[src/rtl/param_arb_mux_pkg.sv]
// rtl/param_arb_mux_pkg.sv - shared mode constants and width helper for the arbitrated stream mux
package arb_mux_pkg;

    localparam logic MODE_MANUAL = 1'b0;
    localparam logic MODE_RR     = 1'b1;

    function automatic int clog2(input int value);
        int r;
        r = 0;
        for (int v = value - 1; v > 0; v = v >> 1) begin
            r = r + 1;
        end
        return r;
    endfunction

endpackage

[src/rtl/param_arb_mux_if.sv]
// rtl/param_arb_mux_if.sv - producer-side channels and consumer-side output of the stream mux
interface param_arb_mux_if #(
    parameter int NUM_CH     = 4,
    parameter int SEL_WIDTH  = 2,
    parameter int DATA_WIDTH = 8
);
    logic [NUM_CH*DATA_WIDTH-1:0] in_data;
    logic [NUM_CH-1:0]            in_valid;
    logic [NUM_CH-1:0]            in_ready;
    logic [DATA_WIDTH-1:0]        out_data;
    logic [SEL_WIDTH-1:0]         out_ch;
    logic                         out_valid;
    logic                         out_ready;

    modport master (
        output in_data, in_valid, out_ready,
        input  in_ready, out_data, out_ch, out_valid
    );

    modport slave (
        input  in_data, in_valid, out_ready,
        output in_ready, out_data, out_ch, out_valid
    );
endinterface

[src/rtl/param_arb_mux_rr_arbiter.sv]
// rtl/param_arb_mux_rr_arbiter.sv - combinational round-robin arbiter, priority starts at i_ptr
module rr_arbiter
    import arb_mux_pkg::*;
#(
    parameter int NUM_CH    = 4,
    parameter int SEL_WIDTH = 2
) (
    input  logic [NUM_CH-1:0]    i_req,
    input  logic [SEL_WIDTH-1:0] i_ptr,
    output logic [NUM_CH-1:0]    o_grant,
    output logic [SEL_WIDTH-1:0] o_grant_idx,
    output logic                 o_any_grant
);
    localparam int OFF_W = clog2(NUM_CH);
    localparam int SUM_W = SEL_WIDTH + 1;

    logic [2*NUM_CH-1:0] w_req2;
    logic [NUM_CH-1:0]   w_rot;
    logic [OFF_W-1:0]    w_off;
    logic [SUM_W-1:0]    w_sum;

    // Doubling the request vector turns the wrap-around scan into a plain shift.
    assign w_req2 = {i_req, i_req};
    assign w_rot  = NUM_CH'(w_req2 >> i_ptr);

    always_comb begin
        w_off = '0;
        for (int j = NUM_CH - 1; j >= 0; j--) begin
            if (w_rot[j]) begin
                w_off = OFF_W'(j);
            end
        end
    end

    assign w_sum       = {1'b0, i_ptr} + SUM_W'(w_off);
    assign o_grant_idx = (w_sum >= SUM_W'(NUM_CH)) ? SEL_WIDTH'(w_sum - SUM_W'(NUM_CH))
                                                   : SEL_WIDTH'(w_sum);
    assign o_any_grant = |i_req;
    assign o_grant     = o_any_grant ? (NUM_CH'(1) << o_grant_idx) : '0;

endmodule

[src/rtl/param_arb_mux.sv]
// rtl/param_arb_mux.sv - registered N-channel stream mux with manual or round-robin selection
module param_arb_mux
    import arb_mux_pkg::*;
#(
    parameter int SEL_WIDTH  = 2,
    parameter int NUM_CH     = 4,
    parameter int DATA_WIDTH = 8
) (
    input  logic                 clk,
    input  logic                 rst_n,
    input  logic                 mode,
    input  logic [SEL_WIDTH-1:0] sel,
    output logic                 sel_err,
    param_arb_mux_if.slave       bus
);
    logic                  r_out_valid;
    logic [DATA_WIDTH-1:0] r_out_data;
    logic [SEL_WIDTH-1:0]  r_out_ch;
    logic [SEL_WIDTH-1:0]  r_ptr;
    logic                  r_sel_err;

    logic                  w_can_load;
    logic                  w_sel_ok;
    logic                  w_any_grant;
    logic                  w_rr_any;
    logic                  w_xfer;
    logic [NUM_CH-1:0]     w_man_grant;
    logic [NUM_CH-1:0]     w_rr_grant;
    logic [NUM_CH-1:0]     w_grant;
    logic [NUM_CH-1:0]     w_ready;
    logic [SEL_WIDTH-1:0]  w_rr_idx;
    logic [SEL_WIDTH-1:0]  w_grant_idx;
    logic [SEL_WIDTH-1:0]  w_ptr_next;
    logic [DATA_WIDTH-1:0] w_data;

    rr_arbiter #(
        .NUM_CH    (NUM_CH),
        .SEL_WIDTH (SEL_WIDTH)
    ) u_rr_arbiter (
        .i_req       (bus.in_valid),
        .i_ptr       (r_ptr),
        .o_grant     (w_rr_grant),
        .o_grant_idx (w_rr_idx),
        .o_any_grant (w_rr_any)
    );

    assign w_can_load = !r_out_valid || bus.out_ready;
    assign w_sel_ok   = {1'b0, sel} < (SEL_WIDTH + 1)'(NUM_CH);
    // An out-of-range sel shifts the one-hot off the end, so it can never grant.
    assign w_man_grant = bus.in_valid & (NUM_CH'(1) << sel);

    assign w_grant     = (mode == MODE_RR) ? w_rr_grant : w_man_grant;
    assign w_grant_idx = (mode == MODE_RR) ? w_rr_idx : sel;
    assign w_any_grant = (mode == MODE_RR) ? w_rr_any : |w_man_grant;

    // Holding in_ready low during reset keeps producers from seeing a phantom accept.
    assign w_ready      = (rst_n && w_can_load && w_any_grant) ? w_grant : '0;
    assign w_xfer       = |w_ready;
    assign bus.in_ready = w_ready;

    assign w_ptr_next = (w_grant_idx == SEL_WIDTH'(NUM_CH - 1)) ? '0 : w_grant_idx + 1'b1;

    always_comb begin
        w_data = '0;
        for (int k = 0; k < NUM_CH; k++) begin
            if (w_grant[k]) begin
                w_data = bus.in_data[k*DATA_WIDTH +: DATA_WIDTH];
            end
        end
    end

    always_ff @(posedge clk or negedge rst_n) begin
        if (!rst_n) begin
            r_out_valid <= 1'b0;
            r_out_data  <= '0;
            r_out_ch    <= '0;
            r_ptr       <= '0;
            r_sel_err   <= 1'b0;
        end else begin
            if (w_xfer) begin
                r_out_data  <= w_data;
                r_out_ch    <= w_grant_idx;
                r_out_valid <= 1'b1;
            end else if (bus.out_ready) begin
                r_out_valid <= 1'b0;
            end
            if (w_xfer && mode == MODE_RR) begin
                r_ptr <= w_ptr_next;
            end
            if (mode == MODE_MANUAL && !w_sel_ok && |bus.in_valid) begin
                r_sel_err <= 1'b1;
            end
        end
    end

    assign bus.out_valid = r_out_valid;
    assign bus.out_data  = r_out_data;
    assign bus.out_ch    = r_out_ch;
    assign sel_err       = r_sel_err;

endmodule
[src/flat_wrapper.sv]
// flat-port wrapper written by rule: the top's interface ports become plain ports
module param_arb_mux_flat import arb_mux_pkg::*;
#(
    parameter int SEL_WIDTH  = 2,
    parameter int NUM_CH     = 4,
    parameter int DATA_WIDTH = 8
)
  (clk, rst_n, mode, sel, sel_err, bus_in_data, bus_in_valid, bus_out_ready, bus_in_ready, bus_out_data, bus_out_ch, bus_out_valid);
  param_arb_mux_if #(.NUM_CH(NUM_CH), .SEL_WIDTH(SEL_WIDTH), .DATA_WIDTH(DATA_WIDTH)) bus_i ();
  input  logic clk;
  input  logic rst_n;
  input  logic mode;
  input  logic [SEL_WIDTH-1:0] sel;
  output logic sel_err;
  input wire logic [$bits(bus_i.in_data)-1:0] bus_in_data;
  input wire logic [$bits(bus_i.in_valid)-1:0] bus_in_valid;
  input wire logic [$bits(bus_i.out_ready)-1:0] bus_out_ready;
  output wire logic [$bits(bus_i.in_ready)-1:0] bus_in_ready;
  output wire logic [$bits(bus_i.out_data)-1:0] bus_out_data;
  output wire logic [$bits(bus_i.out_ch)-1:0] bus_out_ch;
  output wire logic [$bits(bus_i.out_valid)-1:0] bus_out_valid;
  assign bus_i.in_data = bus_in_data;
  assign bus_i.in_valid = bus_in_valid;
  assign bus_i.out_ready = bus_out_ready;
  assign bus_in_ready = bus_i.in_ready;
  assign bus_out_data = bus_i.out_data;
  assign bus_out_ch = bus_i.out_ch;
  assign bus_out_valid = bus_i.out_valid;
  param_arb_mux #(.SEL_WIDTH(SEL_WIDTH), .NUM_CH(NUM_CH), .DATA_WIDTH(DATA_WIDTH)) u_core (.clk(clk), .rst_n(rst_n), .mode(mode), .sel(sel), .sel_err(sel_err), .bus(bus_i));
endmodule
[config.mk]
export PLATFORM = sky130hd
export DESIGN_NAME = param_arb_mux_flat
export DESIGN_NICKNAME = d
export VERILOG_FILES = /design/src/rtl/param_arb_mux_pkg.sv /design/src/rtl/param_arb_mux_if.sv /design/src/rtl/param_arb_mux_rr_arbiter.sv /design/src/rtl/param_arb_mux.sv /design/src/flat_wrapper.sv
export SDC_FILE = /design/constraint.sdc
export NUM_CORES = 1
export LEC_CHECK = 0
export BUFFER_PORTS_ARGS = -buffer_cell sky130_fd_sc_hd__buf_2
export CAP_MARGIN = 15
export CELL_PAD_IN_SITES_DETAIL_PLACEMENT = 1
export CELL_PAD_IN_SITES_GLOBAL_PLACEMENT = 2
export CORE_MARGIN = 4
export CORE_UTILIZATION = 28
export DETAILED_ROUTE_END_ITERATION = 10
export HOLD_SLACK_MARGIN = 0.02
export PLACE_DENSITY_LB_ADDON = 0.1
export SYNTH_ARGS = -nofsm -noshare
export SYNTH_HDL_FRONTEND = slang
export SYNTH_SLANG_ARGS = --single-unit
[constraint.sdc]
create_clock -name clk -period 5.3 [get_ports clk]
set_input_delay 1.06 -clock clk [delete_from_list [all_inputs] [get_ports clk]]
set_output_delay 1.06 -clock clk [all_outputs]
set_load 0.1 [all_outputs]
# --- Word level (Yosys, flattened, before mapping) ---
# Cells that the tools add are included.
# Widths: inputs -> output; s select.
totals:
  register_bits: 13
  in_bits: 42
  out_inout_bits: 16
  word_cells: 39
classes:
  addsub: 3
  magnitude_cmp: 1
  eq_ne: 1
  n_shift: 3
  muxes: 17
  bitwise_logic: 1
  reduce_logical: 9
op_table:
  columns: ["operator", "count"]
  rows:
  - ["$mux 8", 4]
  - ["$mux 2", 7]
  - ["$mux 4", 3]
  - ["$reduce_or 4->1", 3]
  - ["$shl 1x2->4 const A", 2]
  - ["$shr 8x2->4", 1]
  - ["$and 4x4->4", 1]
  - ["$add 2x2->3", 1]
  - ["$ge 3x3->1 const B", 1]
  - ["$logic_and 1x1->1", 3]
  - ["$mux 1", 3]
  - ["$add 2x1->2 const B", 1]
  - ["$eq 2x2->1 const B", 1]
  - ["$reduce_bool 2->1", 1]
  - ["$sub 2x1->2 const B", 1]
  - ["$logic_not 1->1", 1]
  - ["$logic_or 1x1->1", 1]

# --- Longest topological paths before layout ---
depth:
  word_depth: 15
  ltp_mapped: 13
  mapped_depth_nobuf: 11

# --- Hierarchy ---
# From an unflattened synthesis, not the netlist that was laid out.
unflattened:
  hier_cells: 129
  area_unflattened_um2: 1260.0
modules_own_cells:
  columns: ["mod", "n_inst", "cells_each", "area_per_inst_um2", "seq_area_each_um2"]
  rows:
  - ["param_arb_mux", 1, 92, 969.7, 325.3]
  - ["rr_arbiter", 1, 37, 290.3, 0.0]

# --- Worst setup path before layout ---
# Ideal clock, no wire load.
synth_timing:
  kind: "input-to-output"
  start: "in bus_in_valid[0]"
  end: "out bus_in_ready[1]"
  arrival_ns: 4.160
  required_ns: 4.240
  path_slack_ns: 0.080
  cell_stages: 10
  n_path_buf: 1
  cell_sequence: "buf_2 nor2b_1 a21oi_1 o22ai_1 o21a_1 ha_1 xor2_1 xor2_1 or3_1 a21oi_1"
synth_between:
  elab_chain_len: 12
  word_cells_on_any_way: 18
  cone_classes: "2 x add/sub; 1 x order compare; 2 x shift; 9 x mux; 1 x bitwise; 3 x reduce/logical"
synth_lines:
  columns: ["item", "line", "source"]
  rows:
  - ["from (decl)", "flat_wrapper.sv:16", "input wire logic [$bits(bus_i.in_valid)-1:0] bus_in_valid;"]
  - ["$shr 8x2->4", "param_arb_mux_rr_arbiter.sv:24", "assign w_rot = NUM_CH'(w_req2 >> i_ptr);"]
  - ["$mux 2 (4 in a row)", "param_arb_mux_rr_arbiter.sv:29", "if (w_rot[j]) begin"]
  - ["$add 2x2->3", "param_arb_mux_rr_arbiter.sv:35", "assign w_sum = {1'b0, i_ptr} + SUM_W'(w_off);"]
  - ["$ge 3x3->1 or $sub 2x1->2 (tied branches)", "param_arb_mux_rr_arbiter.sv:36", "assign o_grant_idx = (w_sum >= SUM_W'(NUM_CH)) ? SEL_WIDTH'(w_sum - SUM_W'(NUM_CH))"]
  - ["$mux 2", "param_arb_mux_rr_arbiter.sv:36", null]
  - ["$shl 1x2->4", "param_arb_mux_rr_arbiter.sv:39", "assign o_grant = o_any_grant ? (NUM_CH'(1) << o_grant_idx) : '0;"]
  - ["$mux 4", "param_arb_mux_rr_arbiter.sv:39", null]
  - ["$mux 4", "param_arb_mux.sv:52", "assign w_grant = (mode == MODE_RR) ? w_rr_grant : w_man_grant;"]
  - ["$mux 4 (*)", "param_arb_mux.sv:57", "assign w_ready = (rst_n && w_can_load && w_any_grant) ? w_grant : '0;"]
  - ["to (decl)", "flat_wrapper.sv:18", "output wire logic [$bits(bus_i.in_ready)-1:0] bus_in_ready;"]
# Mark *: on every way between the ends. The rest lies on a longest branch, timed or not.

# --- Final worst setup path ---
layout_timing:
  start: "in bus_in_valid[2]"
  end: "out bus_in_ready[1]"
# Same word-level chain as after synthesis.

==> impl_summary.log <==
[metrics] 1st-iter DRT viols: 64
[metrics] net switching share of the total power: 61.6%
[metrics] total routing resource utilization after global routing: around 16%
[metrics] Fillers: approximately 550
[metrics] classification of the worst setup path: input port to output pin
[metrics] overflow left after global routing: 0
[metrics] launching element of the worst setup path: bus_in_valid[2]
[metrics] endpoint of the worst hold-timing path: u_core.bus.out_valid
[metrics] router iterations before antenna repair: 4
[metrics] timing-limited maximum frequency: 0.218 GHz
[metrics] CTS tree: done
[metrics] GPL Wtd Cong: a little under 0.8
[metrics] placed insts: 262
[metrics] Critical Path Source Type: input port
[metrics] cell row count: 24
[metrics] post-detailed-routing wire length: about 4800 um
[metrics] area of the core: around 0.0045 mm2
[metrics] data arrival time at the worst-slack endpoint: between 3 and 4 ns
[metrics] largest voltage drop on the vdd net: roughly 0.00025 V
[metrics] RR Endpoint: u_core.bus.out_data[0]
[metrics] Final Cycle Share: slightly below 90%
[metrics] number of enable flip-flop cells after synthesis: 0
[metrics] vias in the first global route: 1655
[metrics] max incr delay on CP: ~0.46 ns
[metrics] outcome: complete, no violations
[metrics] Clock Tree Buf Depth: 2
[metrics] number of distinct standard cells referenced by the synthesized netlist: 45
[metrics] average cell area after synthesis: approximately 8.2 um2
[metrics] Layout area overhead: 27.4%
[metrics] register-to-register path setup slack: 2.04 ns
[metrics] sw power: approximately 700 uW
[metrics] Die Outline Area: 0.00593 mm2
[metrics] number of buffers added for setup after CTS: 0
[metrics] netlist area before placement: approximately 0.0013 mm2
[metrics] Max Clock Skew: 0.00311 ns
[metrics] worst hold-check slack: between 0.5 and 0.6 ns
[metrics] Clock Power Share: 8.0%
[metrics] cell internal power dissipation: about 420 uW
[metrics] transition time at the pin with the least slew margin: ~0.73 ns
[metrics] final worst-path setup slack: approximately 0.71 ns
[metrics] final critical path time including I/O delays and setup: 4.59 ns
[metrics] combinational power share: approximately three quarters
[metrics] synthesized netlist net count: 205
[metrics] Hold Path Stages: 2
[metrics] RSZ-0062 raised after global routing: no
[metrics] Via-to-Cell Ratio: just under 6
[metrics] clock transition at the register clock pins on the worst setup and hold paths after CTS: about 0.060 ns
[metrics] startpoint of the most critical register-to-register path: u_core.r_ptr[1]
[metrics] first-pass GRT wire length: roughly 8000 um
[metrics] final antenna diode count: 0
[metrics] total CTS buffers: 3
[metrics] launch instance of the worst min-delay path: u_core.bus.out_valid
[metrics] number of ports placed on the die boundary: slightly below 60
[metrics] CP Max Fanout: 5
[metrics] later-pin clock latency in the skew report: 0.24 ns
[metrics] Critical Path Slowest Stage Cell: sky130_fd_sc_hd__buf_2
[metrics] initial core utilization: between 20 and 30%
[metrics] post-synthesis sequential area ratio: between 20 and 25%
[metrics] post-placement cell area: around 0.0017 mm2
[metrics] final number of hold-violating endpoints: 0
[metrics] synthesized instance count: between 150 and 200
[metrics] power density over the cells: between 600 and 700 mW/mm2
[metrics] number of gates resized after CTS: 0
[metrics] pre-CTS setup slack: about 0.72 ns
[metrics] Main synth FF type: sky130_fd_sc_hd__dfrtp_1
[metrics] Leak: between 0.0008 and 0.0009 uW
[metrics] DRC: 0
[metrics] Die X: ~77 um
[metrics] Slew headroom: about half
[metrics] total negative setup slack: 0 ns
[metrics] clk sinks: 13
[metrics] antenna violations before repair: 0
[metrics] antenna viol nets, final: 0
[metrics] Final #Nets: around 260
[metrics] number of pins exceeding their max-slew limit in the final report: 0
[metrics] type of the worst min-delay path: flop to flop
[metrics] vias after detailed routing: between 1500 and 2000
[metrics] cell at the root of the clock tree: sky130_fd_sc_hd__clkbuf_8
[metrics] final non-filler cell area: ~0.0017 mm2
[metrics] FF/Latch Area: 325 um2
[metrics] total number of H-tree levels: 1
[metrics] FF+latch count, synth: 13
[metrics] sequential share of power: ~18%
[metrics] number of violations of the max-capacitance limit: 0
[metrics] kind of end point of the critical path: output pin
[metrics] Port Buf Inserts: 56
[metrics] half-perimeter wire length of the detailed placement result: between 3000 and 4000 um
[metrics] share of cells above drive strength 1: 31.8%
[metrics] Warnings, synthesis: 0
[metrics] Routed WL per cell: 17.9 um
[metrics] Post-Layout Cell Count: approximately 270
[metrics] Register-to-Register Path Depth: 11
[metrics] pin count of the biggest net entering global routing: 19
[metrics] Hold Buf Count CTS: 0
[metrics] Setup Viol. Count Final: 0
[metrics] share of synthesized registers carrying an async set or reset: 100%
[metrics] list of cells traversed by the critical path: buf_2 > inv_1 > a2bb2oi_1 > o211ai_1 > o21a_1 > ha_1 > xor2_1 > xor2_1 > or3_1 > a21oi_1 > buf_2
[metrics] vertical extent of the die: 77.0 um
[metrics] worst path required time: approximately 4.2 ns
[metrics] area taken by multi-input logic gates: about 950 um2
-- how the worst max path moves through the flow --
stage | end | slack (ns)
finish | bus_in_ready[1] | 0.71
global route | bus_in_ready[1] | 0.53
CTS | bus_in_ready[1] | 0.72
detailed placement | bus_in_ready[1] | 0.72
global placement | bus_in_ready[1] | 0.82
floorplan | bus_in_ready[1] | 0.08
-- area by class of cell --
type / count / area share (%)
inverter: 2 / 0.442
timing repair buffer: 60 / 18.3
clock buffer: 4 / 2.65
sequential: 13 / 19.1
tap: 52 / 3.83
multi-input combinational: 135 / 55.7
-- layer usage --
layer | vias up | GRT usage [%] | wire length (um)
met5 | - | 0 | 0
met4 | 0 | 3.38 | 51
met3 | 8 | 3.75 | 291
met2 | 52 | 29.3 | 2430
met1 | 760 | 19.9 | 2000
li1 | 720 | - | -
-- cell usage after synthesis, drive strengths merged, types with 2 or more instances --
cell | instances | area, um2
a21o | 8 | 60.1
nor2b | 2 | 12.5
a21boi | 7 | 52.6
xor2 | 4 | 35.0
mux2 | 2 | 22.5
inv | 2 | 7.51
mux2i | 8 | 80.1
o21ai | 11 | 55.1
nor2 | 7 | 26.3
nand4 | 8 | 50.1
and3 | 2 | 12.5
nand2b | 5 | 31.3
xnor2 | 2 | 36.3
nor4b | 2 | 17.5
a222oi | 8 | 80.1
dfrtp | 13 | 325
buf | 7 | 36.3
nand2 | 24 | 90.1
o211ai | 9 | 67.6
a31oi | 2 | 12.5
clkbuf | 5 | 18.8
a21oi | 5 | 25.0
nand3 | 2 | 10.0
-- metrics by stage --
stage               power (uW)  utilization (%)
global placement          1010             37.0
floorplan                  856                -
detailed placement        1030             37.0
global route              1180             38.0
finish                    1110             38.0
CTS                       1120             38.0
-- kinds of logic after synthesis --
kind of cell             count (synthesis)  synth area share (%)
flip-flops                              13                  24.4
multiplexers                            11                  9.38
other                                    1                 0.281
AND/OR/NAND/NOR                         60                  23.5
XOR/XNOR                                 6                  5.35
AO/OA/AOI/OAI                           56                  31.5
buffers and inverters                   14                  4.69
adder cells (fa/ha/maj)                  1                 0.938
-- power groups by stage --
stage | sequential (uW) | combinational [uW] | clock [uW]
final | 196 | 822 | 89.1
after global routing | 201 | 883 | 97.1
after CTS | 194 | 832 | 91.3
after detailed placement | 196 | 829 | 0
after global placement | 194 | 811 | 0
after floorplan | 456 | 400 | 0
-- sequential cells by signal, indices dropped and copies added, names as in the netlist --
register	cells
u_core.r_ptr	2
u_core.bus.out_ch	2
u_core.bus.out_valid	1
u_core.bus.out_data	8
-- worst max-delay path, delay by kind of cell --
| kind | cells | cell delay (ns) |
|---|---|---|
| buffers and inverters | 3 | 0.71 |
| AO/OA/AOI/OAI | 4 | 0.65 |
| XOR/XNOR | 2 | 0.41 |
| AND/OR/NAND/NOR | 1 | 0.37 |
| adder cells (fa/ha/maj) | 1 | 0.32 |
-- cells in the final DEF (no fill, tap or decap), types with 2 or more instances in the layout --
cell and count:
sky130_fd_sc_hd__o21ai_0 2, sky130_fd_sc_hd__and3_1 2, sky130_fd_sc_hd__o21ai_1 9, sky130_fd_sc_hd__a222oi_1 8
sky130_fd_sc_hd__nor2b_1 2, sky130_fd_sc_hd__buf_4 4, sky130_fd_sc_hd__a21o_1 8, sky130_fd_sc_hd__nand4_1 8
sky130_fd_sc_hd__nand2b_1 5, sky130_fd_sc_hd__a31oi_1 2, sky130_fd_sc_hd__mux2i_1 8, sky130_fd_sc_hd__nor4b_1 2
sky130_fd_sc_hd__nor2_1 7, sky130_fd_sc_hd__a21oi_1 5, sky130_fd_sc_hd__inv_1 2, sky130_fd_sc_hd__xor2_1 4
sky130_fd_sc_hd__buf_2 56, sky130_fd_sc_hd__dfrtp_1 13, sky130_fd_sc_hd__a21boi_0 7, sky130_fd_sc_hd__clkbuf_8 3
sky130_fd_sc_hd__nand2_1 24, sky130_fd_sc_hd__o211ai_1 9, sky130_fd_sc_hd__nand3_1 2
(Power assumes the default switching activity.)
